**config.mk**
```make
export PLATFORM = sky130hd
export DESIGN_NAME = sync_frame_controller
export DESIGN_NICKNAME = d
export VERILOG_FILES = /design/src/rtl/sync_frame_pkg.sv /design/src/rtl/sync_word_matcher.sv /design/src/rtl/sync_frame_controller.sv
export SDC_FILE = /design/constraint.sdc
export NUM_CORES = 1
export LEC_CHECK = 0
export ABC_AREA = 1
export CAP_MARGIN = 40
export CORE_MARGIN = 1
export CORE_UTILIZATION = 45
export DETAILED_ROUTE_END_ITERATION = 10
export DONT_BUFFER_PORTS = 1
export GPL_ROUTABILITY_DRIVEN = 0
export SLEW_MARGIN = 20
export SYNTH_ARGS = -nofsm -noshare
export SYNTH_HDL_FRONTEND = slang
export SYNTH_SLANG_ARGS = --single-unit
```
**constraint.sdc**
```tcl
create_clock -name clk -period 1.62 [get_ports clk]
set_input_delay 0.162 -clock clk [delete_from_list [all_inputs] [get_ports clk]]
set_output_delay 0.162 -clock clk [all_outputs]
set_load 0.01 [all_outputs]
```
**src/rtl/sync_frame_pkg.sv**
```systemverilog
`default_nettype none
// ============================================================================
// Module      : sync_frame_pkg
// Description : Shared types and constants for the sync-word frame receiver.
// Revision    : 1.0
// ============================================================================
package sync_frame_pkg;

  // Receiver sequencing states
  typedef enum logic [1:0] {
    HUNT    = 2'd0,
    PAYLOAD = 2'd1,
    PARITY  = 2'd2
  } state_e;

  localparam int                  SYNC_LEN  = 4;
  localparam logic [SYNC_LEN-1:0] SYNC_WORD = 4'b1101;

endpackage : sync_frame_pkg
`default_nettype wire

```
**src/rtl/sync_word_matcher.sv**
```systemverilog
`default_nettype none
// ============================================================================
// Module      : sync_word_matcher
// Description : Shift-register history of accepted bits; flags the sync word
//               when the history plus the bit being accepted now matches.
// Revision    : 1.0
// ============================================================================
module sync_word_matcher
  import sync_frame_pkg::*;
(
  input  logic clk,
  input  logic rst,      // synchronous, active-low
  input  logic bit_i,
  input  logic valid_i,
  input  logic clear_i,
  output logic match_o
);

  logic [SYNC_LEN-1:0] hist_q;

  // Match looks at the incoming bit too, so detection happens on the edge
  // that accepts the last sync bit (overlapping search).
  assign match_o = valid_i && ({hist_q[SYNC_LEN-2:0], bit_i} == SYNC_WORD);

  // History shift register; clear wins over a shift
  always_ff @(posedge clk) begin
    if (!rst) begin
      hist_q <= '0;
    end else if (clear_i) begin
      hist_q <= '0;
    end else if (valid_i) begin
      hist_q <= {hist_q[SYNC_LEN-2:0], bit_i};
    end
  end

endmodule : sync_word_matcher
`default_nettype wire

```
**src/rtl/sync_frame_controller.sv**
```systemverilog
`default_nettype none
// ============================================================================
// Module      : sync_frame_controller
// Description : Serial frame receiver: hunts for the sync word, captures a
//               fixed-length payload and even-parity bit, delivers good
//               payloads through a one-entry valid/ready buffer, tracks lock.
// Revision    : 1.0
// ============================================================================
module sync_frame_controller
  import sync_frame_pkg::*;
#(
  parameter int PAYLOAD_BITS = 8,   // 2..32
  parameter int LOCK_FRAMES  = 3    // 1..15
) (
  input  logic                    clk,
  input  logic                    rst,        // synchronous, active-low
  input  logic                    in_bit,
  input  logic                    in_valid,
  output logic [PAYLOAD_BITS-1:0] data_out,
  output logic                    out_valid,
  input  logic                    out_ready,
  output logic                    locked,
  output logic                    parity_err,
  output logic                    overflow
);

  localparam int CNT_W = (PAYLOAD_BITS > 1) ? $clog2(PAYLOAD_BITS) : 1;
  localparam logic [CNT_W-1:0] LAST_BIT = CNT_W'(PAYLOAD_BITS - 1);
  localparam logic [3:0]       LOCK_MAX = 4'(LOCK_FRAMES);

  state_e                  state_q;
  logic [CNT_W-1:0]        cnt_q;
  logic [PAYLOAD_BITS-1:0] cap_q;
  logic                    par_q;
  logic [3:0]              good_q;
  logic [PAYLOAD_BITS-1:0] data_q;
  logic                    out_valid_q;
  logic                    locked_q;
  logic                    perr_q;
  logic                    ovf_q;

  logic                    hunt_valid;
  logic                    sync_hit;
  logic                    buf_free_d;
  logic [3:0]              good_d;

  // Only HUNT feeds the detector; anything else, or a hit, wipes the history
  // so stale bits never contribute to the next detection.
  assign hunt_valid = in_valid && (state_q == HUNT);

  sync_word_matcher u_matcher (
    .clk     (clk),
    .rst     (rst),
    .bit_i   (in_bit),
    .valid_i (hunt_valid),
    .clear_i ((state_q != HUNT) || sync_hit),
    .match_o (sync_hit)
  );

  // Buffer can take a frame if empty or being drained on this same edge
  assign buf_free_d = !out_valid_q || out_ready;
  assign good_d     = (good_q == LOCK_MAX) ? LOCK_MAX : good_q + 4'd1;

  // Frame FSM, capture, parity, output buffer and lock tracking
  always_ff @(posedge clk) begin
    if (!rst) begin
      state_q     <= HUNT;
      cnt_q       <= '0;
      cap_q       <= '0;
      par_q       <= 1'b0;
      good_q      <= '0;
      data_q      <= '0;
      out_valid_q <= 1'b0;
      locked_q    <= 1'b0;
      perr_q      <= 1'b0;
      ovf_q       <= 1'b0;
    end else begin
      perr_q <= 1'b0;
      if (out_valid_q && out_ready) begin
        out_valid_q <= 1'b0;
      end
      if (in_valid) begin
        case (state_q)
          HUNT: begin
            if (sync_hit) begin
              state_q <= PAYLOAD;
              cnt_q   <= '0;
              par_q   <= 1'b0;
            end
          end
          PAYLOAD: begin
            cap_q <= {cap_q[PAYLOAD_BITS-2:0], in_bit};
            par_q <= par_q ^ in_bit;
            cnt_q <= cnt_q + CNT_W'(1);
            if (cnt_q == LAST_BIT) begin
              state_q <= PARITY;
            end
          end
          PARITY: begin
            state_q <= HUNT;
            if ((par_q ^ in_bit) == 1'b0) begin
              good_q   <= good_d;
              locked_q <= (good_d == LOCK_MAX);
              if (buf_free_d) begin
                data_q      <= cap_q;
                out_valid_q <= 1'b1;
              end else begin
                ovf_q <= 1'b1;
              end
            end else begin
              perr_q   <= 1'b1;
              good_q   <= '0;
              locked_q <= 1'b0;
            end
          end
          default: state_q <= HUNT;
        endcase
      end
    end
  end

  assign data_out   = data_q;
  assign out_valid  = out_valid_q;
  assign locked     = locked_q;
  assign parity_err = perr_q;
  assign overflow   = ovf_q;

endmodule : sync_frame_controller
`default_nettype wire

```
==> flow_metrics.py <==
metrics = {
    "outcome": {
        "status": "completed",
    },
    "die": {
        "start_util": 0.471,
        "die_h_um": 58.5,
        "num_rows": 20,
        "core_sq_um": 3050,
        "io_pins": 17,
        "die_x_um": 58.5,
        "dieArea_sq_um": 3420,
    },
    "setup_path": {
        "max_stage_delay_ns": 0.44,
        "rr_endpoint": "data_out[2]",
        "critical_path_buf_inv_count": 2,
        "reg2reg_from": "state_q[1]",
        "end_kind": "register",
        "cp_max_fo": 12,
        "cp_top_family": "simple AND/OR/NAND/NOR gates",
        "cp-startpoint": "state_q[1]",
        "setup.worst_path.start_class": "register",
        "rr_worst_depth": 7,
        "timing_worst_setup_path_type": "reg -> reg",
        "cp_data_required_time_ns": 1.83,
        "crit_chain": "nand3_4 -> inv_2 -> nand2_2 -> inv_4 -> nand2_2 -> nand2_1 -> a21oi_2",
        "crit_slowest_cell": "dfxtp_1",
        "cp.arrival_ns": 1.59,
        "crit_top_cell": "nand2_2",
        "reg2reg_slack_ns": 0.23,
    },
    "pwr": {
        "power_uw": 1490,
        "power_density_nw_per_um2": 943,
        "switchingPower_uw": 293,
        "pwr-share-clk": 0.429,
        "leakagePower_uw": 0.000561,
        "p_sw_frac": 0.197,
        "p_comb_frac": 0.022,
        "seq_power_share": 0.549,
        "vdd_drop_max_mv": 0.543,
        "p_int_uw": 1190,
    },
    "hold_path": {
        "holdPathStages": 2,
        "hold_start": "in_bit",
        "worstHoldPathType": "in -> reg",
        "holdPathEnd": "parity_err",
    },
    "global_routing": {
        "grt_pass1_vias": 1062,
        "grt_antenna_before_repair": 0,
        "grt_usage": 0.182,
        "grt_overflow": 0,
        "grt_pass1_wl_um": 4670,
        "grt_max_degree": 29,
    },
    "drt": {
        "via_count": 1109,
        "wl_met3_um": 99,
        "wl_met1_um": 1300,
        "drt_iter0_markers": 60,
        "postRouteAntennaNets": 0,
        "wl_per_cell_um": 11.9,
        "drtPass1Iterations": 4,
        "drc": 0,
        "wirelength_um": 2710,
        "wl_met2_um": 1260,
        "topRoutingLayerUsed": "met4",
        "avgViaCountPerCell": 4.86,
    },
    "final_layout": {
        "final.fill_count": 311,
        "stdcell_count": 228,
        "antenna_cells": 0,
        "nNetsFinal": 191,
        "final_common_cell": "nand2_1",
        "drive_gt1_frac": 0.190,
        "utilization": 0.516,
        "final_cell_mix": "nand2_1 (52), dfxtp_1 (33), a21oi_1 (25), inv_1 (10)",
        "final_cell_area_sq_um": 1580,
        "synthToLayoutAreaGrowth_pct": 9.57,
    },
    "job": {
        "max_cap_violations": 0,
    },
    "sta": {
        "slew_violations": 0,
        "max_freq_mhz": 721,
        "skew_ns": 0.00765,
        "worst_slew_pin_slew_ns": 0.535,
        "finalSetupTns_ns": 0,
        "rsz0062_at_grt": "false",
        "timing.slew.headroom": 0.642,
        "setup_violations": 0,
        "min_period_over_period": 0.857,
        "hold_viol_final": 0,
        "period_minus_slack_ns": 1.39,
    },
    "placement": {
        "placed_cell_area_sq_um": 1470,
        "io_buffers": 0,
        "hpwlAfterDp_um": 1810,
        "place_inst": 218,
    },
    "clock_network": {
        "cts_sinks": 33,
        "cts_root_buf": "clkbuf_4",
        "postCtsResizedCells": 0,
        "cts_buffers": 5,
        "cts_max_level": 2,
        "clk_latency_ns": 0.33,
        "cts_tree": "yes",
        "post_cts_buffers": 0,
        "clockBufferDepth": 2,
        "cts.clk_slew.worst_paths_ns": 0.09,
    },
    "synth": {
        "syn_nets": 186,
        "netlist_instances": 178,
        "syn_area_sq_um": 1440,
        "avgSynthCellArea_sq_um": 8.08,
        "ys_types": 25,
        "ys_warn_count": 0,
        "ys_seq_area_frac": 0.460,
        "ys_seq_elements": 33,
    },
}
[synth_stat cells]
library cell  instances  area, sq um
and2_1                1         6.26
dfxtp_1              33          661
inv_1                10         37.5
xnor2_2               1         16.3
o21a_1                1         7.51
nand3_2               8         80.1
nand3b_2              1         11.3
ha_1                  3         37.5
nor3_1                2         10.0
nor2_1                7         26.3
nand4_1               1         6.26
inv_4                 1         6.26
o21ai_0               2         10.0
inv_2                 4         15.0
or2_0                 1         6.26
nand2_2               2         12.5
clkbuf_1              2         7.51
nor2_4                1         11.3
a21oi_1              25          125
nand3_4               1         17.5
buf_2                 3         15.0
a21oi_2               7         61.3
nand2_1              52          195
buf_8                 1         15.0
nand3_1               8         40.0
[timing repair]
| action | 4_1_cts | 5_1_grt |
|---|---|---|
| endpoints found under the hold margin | 4 | 0 |
| hold buffers | 2 | 0 |
| endpoints found under the setup margin | 0 | 0 |
[per-stage QoR]
stage,hold WS [ns],setup slack [ns]
2_1_floorplan,0.280,0.459
3_3_place_gp,0.282,0.249
3_5_place_dp,0.284,0.230
4_1_cts,0.0224,0.221
5_1_grt,0.0237,0.104
6_report,0.0305,0.232
[worst max-delay path by stage]
stage          slack, ns  depth (start not counted)           to
2_1_floorplan       0.46                          6       locked
3_3_place_gp        0.25                          7  data_out[5]
3_5_place_dp        0.23                          7  data_out[2]
4_1_cts             0.22                          7  data_out[2]
5_1_grt             0.10                          7  data_out[0]
6_report            0.23                          7  data_out[2]
[worst reg2reg max path: stages, from the launching register on]
cell     delay [ns]
dfxtp_1        0.44
nand3_4        0.15
inv_2          0.08
nand2_2        0.10
inv_4          0.18
nand2_2        0.16
nand2_1        0.11
a21oi_2        0.05
[layer usage]
metal	vias to the layer above	track usage
met5	-	0
met4	0	0.0986
met3	7	0.0484
met2	20	0.282
met1	491	0.230
li1	591	-
[logic make-up (layout without fill, tap and decap cells)]
logic type / count (synthesis) / count (layout) / synth area share
and+or+nand+nor: 85 / 85 / 0.294
adders and majority gates: 3 / 3 / 0.0261
buffers and inverters: 21 / 27 / 0.0670
xor gates and xnor gates: 1 / 1 / 0.0113
AOI/OAI and AO/OA: 35 / 35 / 0.142
DFF: 33 / 33 / 0.460
[power by group through the flow]
stage	clock network, uW	registers (uW)	logic [uW]
after floorplan	0	833	23.9
after global placement	0	833	27.4
after detailed placement	0	834	28.0
after CTS	652	815	33.2
after global routing	702	816	37.0
final	637	815	33.1
[flip-flops by register name (all words and copies together), names as in the netlist]
name,flops
state_q,2
good_q,4
out_valid,1
cnt_q,3
cap_q,8
overflow,1
parity_err,1
locked,1
data_out,8
par_q,1
u_matcher.hist_q,3
[final cells by class]
class                      count  area (sq um)  share of cell area
inverter                      15          58.8              0.0373
multi-input combinational    124           681               0.432
clock inverter                 1          30.0              0.0191
tap                           44          55.1              0.0349
clock buffer                   7          55.1              0.0349
sequential                    33           661               0.419
timing repair buffer           4          35.0              0.0222
Power figures use the tool's default switching activity.
